--- src/rtl/cla_pkg.sv ---
// -----------------------------------------------------------------------------
// cla_pkg
// Shared definitions for the nibble-serial carry-lookahead adder:
//   - CLA_NIB_W : width of one lookahead slice (4 bits)
//   - cla_state_t : controller state encoding (IDLE=0, RUN=1, DONE=2)
//   - clog2()   : index width helper, never narrower than one bit
// -----------------------------------------------------------------------------
package cla_pkg;

  localparam int CLA_NIB_W = 4;

  typedef enum logic [1:0] {
    IDLE = 2'd0,
    RUN  = 2'd1,
    DONE = 2'd2
  } cla_state_t;

  // Width needed to count 0..value-1. A single-nibble adder still gets a
  // one-bit index so that no zero-width vector is ever declared.
  function automatic int clog2(input int value);
    int w;
    w = 0;
    while ((1 << w) < value) w++;
    return (w < 1) ? 1 : w;
  endfunction

endpackage

--- src/rtl/cla_nibble_slice.sv ---
// -----------------------------------------------------------------------------
// cla_nibble_slice
// Purely combinational 4-bit carry-lookahead slice.
// Ports:
//   a, b   in  [3:0]  operand nibbles
//   cin    in         carry into bit 0 of the nibble
//   s      out [3:0]  nibble sum
//   c3     out        carry into bit 3 (used for signed overflow)
//   c4     out        carry out of bit 3
//   g_grp  out        group generate
//   p_grp  out        group propagate
// -----------------------------------------------------------------------------
module cla_nibble_slice
  import cla_pkg::*;
(
  input  logic [CLA_NIB_W-1:0] a,
  input  logic [CLA_NIB_W-1:0] b,
  input  logic                 cin,
  output logic [CLA_NIB_W-1:0] s,
  output logic                 c3,
  output logic                 c4,
  output logic                 g_grp,
  output logic                 p_grp
);

  logic [CLA_NIB_W-1:0] g;
  logic [CLA_NIB_W-1:0] p;
  logic                 c1;
  logic                 c2;

  assign g = a & b;
  assign p = a ^ b;

  // Every carry is a flat sum of products of g/p/cin: no ripple inside.
  assign c1 = g[0] | (p[0] & cin);
  assign c2 = g[1] | (p[1] & g[0]) | (p[1] & p[0] & cin);
  assign c3 = g[2] | (p[2] & g[1]) | (p[2] & p[1] & g[0])
            | (p[2] & p[1] & p[0] & cin);

  assign g_grp = g[3] | (p[3] & g[2]) | (p[3] & p[2] & g[1])
               | (p[3] & p[2] & p[1] & g[0]);
  assign p_grp = &p;
  assign c4    = g_grp | (p_grp & cin);

  assign s = p ^ {c3, c2, c1, cin};

endmodule

--- src/rtl/cla_nibble_serial_adder.sv ---
// -----------------------------------------------------------------------------
// cla_nibble_serial_adder
// Multi-cycle WIDTH-bit adder built around a single 4-bit lookahead slice.
// One nibble is processed per clock, LSB nibble first; the slice carry-out is
// held in a register and fed back as the next nibble's carry-in.
//
// Parameters:
//   WIDTH  operand/sum width, multiple of 4 and >= 4
//
// Ports:
//   clk        in            rising-edge clock
//   rst_n      in            asynchronous active-low reset
//   in_valid   in            operands present
//   in_ready   out           adder idle, operands accepted on in_valid
//   a, b       in  [WIDTH]   operands
//   cin        in            carry into bit 0
//   sub        in            subtract request (CLA_SUB_EN builds only)
//   out_valid  out           result valid, held until out_ready
//   out_ready  in            consumer takes the result
//   sum        out [WIDTH]   result, modulo 2^WIDTH
//   cout       out           carry out of bit WIDTH-1 (1 = no borrow on sub)
//   ovf        out           signed overflow
//
// Build option:
//   CLA_SUB_EN  adds the sub port; sub=1 computes a-b as a + ~b + 1.
//
// Latency: out_valid rises WIDTH/4 cycles after the accepting edge.
// -----------------------------------------------------------------------------
module cla_nibble_serial_adder
  import cla_pkg::*;
#(
  parameter int WIDTH = 16
) (
  input  logic             clk,
  input  logic             rst_n,
  input  logic             in_valid,
  output logic             in_ready,
  input  logic [WIDTH-1:0] a,
  input  logic [WIDTH-1:0] b,
  input  logic             cin,
`ifdef CLA_SUB_EN
  input  logic             sub,
`endif
  output logic             out_valid,
  input  logic             out_ready,
  output logic [WIDTH-1:0] sum,
  output logic             cout,
  output logic             ovf
);

  localparam int NIB   = WIDTH / CLA_NIB_W;
  localparam int IDX_W = clog2(NIB);

  generate
    if ((WIDTH % CLA_NIB_W) != 0 || WIDTH < CLA_NIB_W) begin : g_bad_width
      $error("cla_nibble_serial_adder: WIDTH must be a multiple of 4 and >= 4");
    end
  endgenerate

  cla_state_t           state_q;
  cla_state_t           state_d;
  logic [IDX_W-1:0]     idx_q;
  logic [WIDTH-1:0]     a_q;
  logic [WIDTH-1:0]     b_q;
  logic                 carry_q;
  logic                 last_nib;
  logic                 accept;

  logic [WIDTH-1:0]     eff_b;
  logic                 eff_cin;

  logic [CLA_NIB_W-1:0] nib_a;
  logic [CLA_NIB_W-1:0] nib_b;
  logic [CLA_NIB_W-1:0] nib_s;
  logic                 nib_c3;
  logic                 nib_c4;
  logic                 nib_g;
  logic                 nib_p;

  // Subtraction is folded into the operand latch: a - b == a + ~b + 1.
`ifdef CLA_SUB_EN
  assign eff_b   = sub ? ~b : b;
  assign eff_cin = sub | cin;
`else
  assign eff_b   = b;
  assign eff_cin = cin;
`endif

  assign nib_a    = a_q[int'(idx_q)*CLA_NIB_W +: CLA_NIB_W];
  assign nib_b    = b_q[int'(idx_q)*CLA_NIB_W +: CLA_NIB_W];
  assign last_nib = (idx_q == IDX_W'(NIB - 1));
  assign accept   = (state_q == IDLE) && in_valid;

  cla_nibble_slice u_slice (
    .a     (nib_a),
    .b     (nib_b),
    .cin   (carry_q),
    .s     (nib_s),
    .c3    (nib_c3),
    .c4    (nib_c4),
    .g_grp (nib_g),
    .p_grp (nib_p)
  );

  // ---------------------------------------------------------------------------
  // Controller: state register
  // ---------------------------------------------------------------------------
  always_ff @(posedge clk or negedge rst_n) begin
    if (!rst_n) begin
      state_q <= IDLE;
    end else begin
      // NOTE: state updates use non-blocking assignment so every flop samples
      // pre-edge values regardless of block ordering.
      state_q <= state_d;
    end
  end

  // ---------------------------------------------------------------------------
  // Controller: next state and handshake outputs
  // ---------------------------------------------------------------------------
  always_comb begin
    // NOTE: defaults first so no path leaves an output unassigned (no latch).
    state_d   = state_q;
    in_ready  = 1'b0;
    out_valid = 1'b0;
    unique case (state_q)
      IDLE: begin
        in_ready = 1'b1;
        if (in_valid) state_d = RUN;
      end
      RUN: begin
        if (last_nib) state_d = DONE;
      end
      DONE: begin
        out_valid = 1'b1;
        if (out_ready) state_d = IDLE;
      end
      default: state_d = IDLE;
    endcase
  end

  // ---------------------------------------------------------------------------
  // Datapath
  // ---------------------------------------------------------------------------
  always_ff @(posedge clk or negedge rst_n) begin
    if (!rst_n) begin
      // NOTE: operand registers are reset along with the result so the slice
      // never sees X after reset; an aborted operation leaves nothing behind.
      a_q     <= '0;
      b_q     <= '0;
      carry_q <= 1'b0;
      idx_q   <= '0;
      sum     <= '0;
      cout    <= 1'b0;
      ovf     <= 1'b0;
    end else if (accept) begin
      a_q     <= a;
      b_q     <= eff_b;
      carry_q <= eff_cin;
      idx_q   <= '0;
      sum     <= '0;
      cout    <= 1'b0;
      ovf     <= 1'b0;
    end else if (state_q == RUN) begin
      sum[int'(idx_q)*CLA_NIB_W +: CLA_NIB_W] <= nib_s;
      // Group generate/propagate give the slice carry-out directly, the same
      // term a second-level lookahead would consume.
      carry_q <= nib_g | (nib_p & carry_q);
      idx_q   <= idx_q + IDX_W'(1);
      if (last_nib) begin
        cout <= nib_c4;
        ovf  <= nib_c3 ^ nib_c4;
      end
    end
  end

endmodule

--- config.mk ---
export PLATFORM = sky130hd
export DESIGN_NAME = cla_nibble_serial_adder
export DESIGN_NICKNAME = d
export VERILOG_FILES = /design/src/rtl/cla_pkg.sv /design/src/rtl/cla_nibble_slice.sv /design/src/rtl/cla_nibble_serial_adder.sv
export SDC_FILE = /design/constraint.sdc
export NUM_CORES = 1
export LEC_CHECK = 0
export CELL_PAD_IN_SITES_DETAIL_PLACEMENT = 0
export CELL_PAD_IN_SITES_GLOBAL_PLACEMENT = 2
export CORE_ASPECT_RATIO = 1.25
export CORE_MARGIN = 3
export CORE_UTILIZATION = 31
export DETAILED_ROUTE_END_ITERATION = 8
export GPL_TIMING_DRIVEN = 0
export PLACE_DENSITY = 0.79
export SETUP_SLACK_MARGIN = 0.2
export SLEW_MARGIN = 10
export SYNTH_ARGS = -nofsm -noshare
export SYNTH_HDL_FRONTEND = slang
export SYNTH_SLANG_ARGS = --single-unit
--- constraint.sdc ---
create_clock -name clk -period 2.26 [get_ports clk]
set_input_delay 0.226 -clock clk [delete_from_list [all_inputs] [get_ports clk]]
set_output_delay 0.226 -clock clk [all_outputs]
set_load 0.02 [all_outputs]
== Yosys cells after proc, flatten, opt, wreduce, memory -nomap -nowiden ==
Index checks and enable logic that the tools add are counted.

* $add $sub $neg: 2
* Equal/unequal tests: 6
* Shift-type cells: 4
* Muxes and demuxes: 19
* Bitwise logic cells: 29
* Reduce and logical (&&, ||, !) cells: 7

{| class="wikitable"
|+ Operators with widths
! kind !! number
|-
| negation 4 -> 33 bit || 1
|-
| variable shift 4 x 33 -> 16 bit, first input constant || 1
|-
| variable part select 4 x 33 -> 16 bit || 1
|-
| two-way mux 16 bit || 2
|-
| variable part select 16 x 5 -> 4 bit || 2
|-
| bitwise mux 16 bit || 1
|-
| AND 1 bit || 15
|-
| two-way mux 1 bit || 10
|-
| two-way mux 2 bit || 5
|-
| OR 1 bit || 10
|-
| bitwise XOR 4 bit || 2
|-
| inequality test 2 bit, second input constant || 3
|-
| case mux 2 bit (3 select lines) || 1
|-
| AND 4 bit || 1
|-
| == test 2 bit, second input constant || 2
|-
| AND reduction 4 bit || 1
|-
| nonzero test 2 bit || 2
|-
| AND reduction 3 bit || 1
|-
| adder 2 x 1 -> 2 bit, second input constant || 1
|-
| == test 2 x 1 -> 1 bit, second input constant || 1
|-
| zero test 2 bit || 1
|-
| AND reduction 2 bit || 1
|-
| logical AND 1 bit || 1
|-
| bitwise XOR 1 bit || 1
|}

* Bits in registers: 55
* Output and inout bits: 20
* Word-level logic and storage cells: 75

== Logic depth before layout (Yosys ltp) ==
* Depth in word-level cells: 11
* Gate-level depth with buffers: 7

== Hierarchy ==
A second synthesis with hierarchy kept.

* Cell total of the unflattened synthesis: 253
* Area, all modules: 2,716.4 sq um

{| class="wikitable"
|+ By module, submodules not included
! module !! instances !! cells an instance !! area an instance (sq um) !! seq. area each (sq um)
|-
| cla_nibble_serial_adder || 1 || 231 || 2,533.7 || 1,376.3
|-
| cla_nibble_slice || 1 || 22 || 182.7 || 0.0
|}

== Worst setup path before layout ==
No wires, ideal clock.

* Path type: flip-flop to flip-flop
* Start: register idx_q[0]
* End: register sum[11]
* Data arrival time: 2.257 ns
* Path slack: -0.118 ns
* Cell stages (with the launch flop): 8
* Path buffers: 1
* Period minus slack after synthesis: 2.378 ns
* Cells stage by stage: dfrtp_1 > buf_2 > mux4_2 > ha_1 > a41oi_1 > o21ai_2 > xor2_1 > a22o_1

* Cells in the longest elaborated chain, start to end: 11

{| class="wikitable"
|+ RTL lines
! what !! RTL line !! text
|-
| start, declared || cla_nibble_serial_adder.sv:62 || <nowiki>logic [IDX_W-1:0] idx_q;</nowiki>
|-
| start signal, assigned || cla_nibble_serial_adder.sv:169 || <nowiki>idx_q <= idx_q + IDX_W'(1);</nowiki>
|-
| variable part select 16 x 5 -> 4 bit (on tied branches) || cla_nibble_serial_adder.sv:89, cla_nibble_serial_adder.sv:90 ||
|-
| bitwise XOR 4 bit / AND 4 bit (equally long branches) || cla_nibble_slice.sv:32, cla_nibble_slice.sv:31 ||
|-
| AND 1 bit (on tied branches) || cla_nibble_slice.sv:37, cla_nibble_slice.sv:38 ||
|-
| OR 1 bit (tied with other cells) || cla_nibble_slice.sv:37 || <nowiki>assign c3 = g[2] | (p[2] & g[1]) | (p[2] & p[1] & g[0])</nowiki>
|-
| OR 1 bit / AND 1 bit (equally long branches) || cla_nibble_slice.sv:37, cla_nibble_slice.sv:38 ||
|-
| OR 1 bit || cla_nibble_slice.sv:38 || <nowiki>| (p[2] & p[1] & p[0] & cin);</nowiki>
|-
| bitwise XOR 4 bit || cla_nibble_slice.sv:45 || <nowiki>assign s = p ^ {c3, c2, c1, cin};</nowiki>
|-
| variable part select 4 x 33 -> 16 bit || cla_nibble_serial_adder.sv:165 || <nowiki>sum[int'(idx_q)*CLA_NIB_W +: CLA_NIB_W] <= nib_s;</nowiki>
|-
| bitwise mux 16 bit * || cla_nibble_serial_adder.sv:165 ||
|-
| two-way mux 16 bit * || cla_nibble_serial_adder.sv:164 || <nowiki>end else if (state_q == RUN) begin</nowiki>
|-
| two-way mux 16 bit * || cla_nibble_serial_adder.sv:156 || <nowiki>end else if (accept) begin</nowiki>
|-
| end signal, assigned by index || cla_nibble_serial_adder.sv:165 ||
|-
| end, declared || cla_nibble_serial_adder.sv:46 || <nowiki>output logic [WIDTH-1:0] sum,</nowiki>
|}

Mark *: on every way between the ends. The rest lies on a longest branch, timed or not. The select of a mux whose other input is x is not followed.
A chain may end at the register's enable or synchronous reset.

== Worst setup path in the final report ==
* Start: register idx_q[0]
* End: register ovf

* Cells in the longest elaborated chain, start to end: 11

{| class="wikitable"
|+ RTL lines
! what !! RTL line !! text
|-
| variable part select 16 x 5 -> 4 bit (on tied branches) || cla_nibble_serial_adder.sv:89, cla_nibble_serial_adder.sv:90 ||
|-
| bitwise XOR 4 bit / AND 4 bit (equally long branches) || cla_nibble_slice.sv:32, cla_nibble_slice.sv:31 ||
|-
| AND 1 bit (on tied branches) || cla_nibble_slice.sv:40, cla_nibble_slice.sv:41 ||
|-
| OR 1 bit (tied with other cells) || cla_nibble_slice.sv:40 || <nowiki>assign g_grp = g[3] | (p[3] & g[2]) | (p[3] & p[2] & g[1])</nowiki>
|-
| OR 1 bit / AND 1 bit (equally long branches) || cla_nibble_slice.sv:40, cla_nibble_slice.sv:41 ||
|-
| OR 1 bit || cla_nibble_slice.sv:41 || <nowiki>| (p[3] & p[2] & p[1] & g[0]);</nowiki>
|-
| OR 1 bit || cla_nibble_slice.sv:43 || <nowiki>assign c4 = g_grp | (p_grp & cin);</nowiki>
|-
| bitwise XOR 1 bit || cla_nibble_serial_adder.sv:172 || <nowiki>ovf <= nib_c3 ^ nib_c4;</nowiki>
|-
| two-way mux 1 bit || cla_nibble_serial_adder.sv:170 || <nowiki>if (last_nib) begin</nowiki>
|-
| two-way mux 1 bit || cla_nibble_serial_adder.sv:164 ||
|-
| two-way mux 1 bit || cla_nibble_serial_adder.sv:156 ||
|-
| end signal, assigned || cla_nibble_serial_adder.sv:172 ||
|-
| end, declared || cla_nibble_serial_adder.sv:48 || <nowiki>output logic ovf</nowiki>
|}

Several ways; a longest one is shown, not always the timed one. The select of a mux whose other input is x is not followed.

==> metrics.md <==
| Metric | Value |
|---|---|
| Status | finished, violations left |
| Failing checks | negative setup slack |
| Setup TNS | -0.306 ns |
| Worst Skew | 0.0133 ns |
| Ports | 57 |
| Full die area | 0.00949 mm² |
| Port bufs | 56 |
| GP Congestion | 0.779 |
| Max FO, Critical Path | 4 |
| Total clock sinks | 55 |
| Vias per inst | 4.90 |
| Top-area cell type share of the netlist area | 53.1% |
| Final worst setup slack | -0.0502 ns |
| Hold violation total from the final report | 0 |
| Drt first pass iters | 4 |
| Critical path origin | idx_q[0] |
| Synth area leaders | dfrtp_1 (53%), mux2_2 (13%), mux4_2 (7.0%) |
| Synth unique cells | 35 |
| Number of cell rows | 36 |
| Drt drc | 0 |
| Worst slew pin tran | 0.643 ns |
| DRT iter0 DRCs | 45 |
| Final worst-path cycle share | 102% |
| Setup crit end kind | flip-flop |
| Pwr/cell area | 1800 mW/mm² |
| Worst min path class | input pin to async pin |
| Final net count | 303 |
| Place WS | -0.402 ns |
| Worst R2R End | ovf |
| Setup crit start kind | flip-flop |
| Area delta synth->final | 41.3% |
| R2R Setup Slk | -0.05 ns |
| Via count | 1,719 |
| # fillers | 732 |
| Clk slew on worst S/H paths | 0.10 ns |
| Total global routing overflow | 0 |
| Seq/Total Area, Yosys | 53.1% |
| Worst R2R Path Depth | 9 |
| Slew margin rel. | 57.1% |
| Tmin final | 2.31 ns |
| Initial antenna violation count | 0 |
| Maxcap violations | 0 |
| Die H | 108 µm |
| RSZ-0062 raised after global routing | true |
| Die X | 87.8 µm |
| Slew Viols, Final | 0 |
| Vias in the first global route | 1,889 |
| Final WL | 5.79 mm |
| Fin cells | 351 |
| Yosys Warn Count | 0 |
| Initial Utilization | 32.5% |
| Layout cells sized above 1 | 34.8% |
| Total GRT Usage | 13.4% |
| Fmax | 433 MHz |
| Core area | 0.00797 mm² |
| Seq cells post-synth | 55 |
| Peak VDD IR | 849 µV |
| Largest net degree at the start of global routing | 29 |
| First-pass GRT wire length | 9.63 mm |
| CTS Buf Count | 5 |
| Crit path kind | flip-flop to flip-flop |
| Placed Instances | 332 |
| Routed Antenna Nets | 0 |
| Post-synthesis cell count | 180 |
| Syn Nets | 227 |
| Deepest clock path buffer count | 2 |
| H-tree levels | 2 |
| DP HPWL | 4.14 mm |
| Antenna cells | 0 |
| Synth area leader | dfrtp_1 |
| Clk_lat worst skew | 0.31 ns |
| Critical R2R Launch | idx_q[0] |
| CTS tree | done |
| P_leak | 1.55 nW |
| Worst Path Required | 2.45 ns |
| Mapped Avg Cell Area | 14.4 µm² |
| Clock root cell | clkbuf_8 |
| Arrival time of the worst setup path | 2.50 ns |
| Cell Area, Synth | 0.00259 mm² |
| Setup violators final | 9 |
| Min Hold Slack | 0.487 ns |
| WL/cell | 16.5 µm |
## synthesized netlist by cell type
| cell type | n |
|---|---|
| o21ai_0 | 3 |
| buf_2 | 2 |
| and3_4 | 1 |
| o21bai_1 | 1 |
| nor2b_1 | 1 |
| a21o_1 | 6 |
| o21ai_2 | 1 |
| buf_4 | 1 |
| xnor2_1 | 1 |
| nand3_1 | 1 |
| a41oi_1 | 1 |
| fa_1 | 1 |
| mux2_1 | 1 |
| buf_6 | 4 |
| ha_1 | 9 |
| clkbuf_1 | 1 |
| nand2b_1 | 3 |
| mux2i_1 | 1 |
| a22oi_1 | 1 |
| nor2_4 | 1 |
| o211ai_1 | 1 |
| and3b_4 | 1 |
| a22o_1 | 17 |
| nor2b_4 | 1 |
| nor2_1 | 3 |
| a21oi_1 | 4 |
| dfrtp_1 | 55 |
| a211oi_1 | 1 |
| and4_1 | 2 |
| mux4_2 | 8 |
| inv_1 | 5 |
| and2_4 | 1 |
| nand2_1 | 7 |
| mux2_2 | 31 |
| xor2_1 | 2 |
## cells by family after synthesis
| family | synth area share [%] |
|---|---|
| flip-flops | 53.1 |
| multiplexers | 21.3 |
| AO/OA/AOI/OAI | 10.7 |
| AND/OR/NAND/NOR | 5.51 |
| buffers and inverters | 3.28 |
| adder cells (fa/ha/maj) | 5.12 |
| XOR/XNOR | 1.01 |
## stage by stage
stage / power, W / utilization (%) / instance area (µm²)
floorplan: 0.00400 / - / 2650
CTS: 0.00619 / 45.1 / 3590
detailed placement: 0.00499 / 41.9 / 3340
finish: 0.00658 / 45.9 / 3660
global placement: 0.00495 / 41.7 / 3330
global route: 0.00708 / 45.9 / 3660
## critical path, stage by stage, from the launching register on
cell,delay (ns)
dfrtp_2,0.45
buf_12,0.12
buf_16,0.09
mux4_2,0.56
ha_4,0.31
a41oi_4,0.09
o21ai_4,0.14
buf_6,0.15
mux2i_2,0.18
o21ai_1,0.07
## flip-flops by register name, summed over array words and instances, names as in the netlist
signal,count
carry_q,1
state_q,2
sum,16
ovf,1
idx_q,2
b_q,16
cout,1
a_q,16
## cell type report
| class | instances | area [µm²] | area share (%) |
|---|---|---|---|
| sequential | 55 | 1380 | 37.7 |
| multi-input combinational | 112 | 1260 | 34.5 |
| timing repair buffer | 69 | 708 | 19.4 |
| tap | 95 | 119 | 3.25 |
| buffer | 8 | 85.1 | 2.33 |
| clock buffer | 6 | 82.6 | 2.26 |
| inverter | 5 | 18.8 | 0.513 |
| clock inverter | 1 | 5.00 | 0.137 |
## layout by cell type, fill, tap and decap left out, drive strengths merged, types with 3 or more instances in the layout
master and n:
nand2b 3, nor2 4, clkdlybuf4s50 55, ha 9
nand2 7, o21ai 4, mux2 32, buf 19
a21oi 4, a22o 17, mux4 8, clkbuf 8
inv 5, dfrtp 55, a21o 6
## per-layer routing
metal / global-route usage (%) / up-vias / share of wire, %
li1: - / 810 / -
met4: 5.26 / 0 / 2.2
met2: 22.5 / 39 / 52
met3: 3.58 / 10 / 4.1
met5: 0 / - / 0
met1: 16.2 / 860 / 42
## what timing repair did
item / CTS / global route
setup endpoints to repair: 19 / 20
hold buffers: 1 / 0
endpoints found under the hold margin: 27 / 0
setup buffers: 8 / 2
pin swaps: 13 / 15
resized for setup: 12 / 10
gates cloned: 1 / 0
## report_power, final
part | internal, W | total, W | switching (W)
logic | 0.00231 | 0.00438 | 0.00207
clock network | 0.000241 | 0.000546 | 0.000304
registers | 0.00142 | 0.00166 | 0.000243
total | 0.00397 | 0.00658 | 0.00262
## how the worst max path moves through the flow
stage          endpoint  slack, ns  cells past startpoint
3_3_place_gp     sum[1]      -0.73                      1
3_5_place_dp    sum[11]      -0.40                      7
4_1_cts         sum[11]      -0.06                      7
6_report            ovf      -0.05                      9
5_1_grt             ovf      -0.14                      8
2_1_floorplan   sum[11]       0.08                      7
Note: power is estimated with default switching activity, not from simulation.
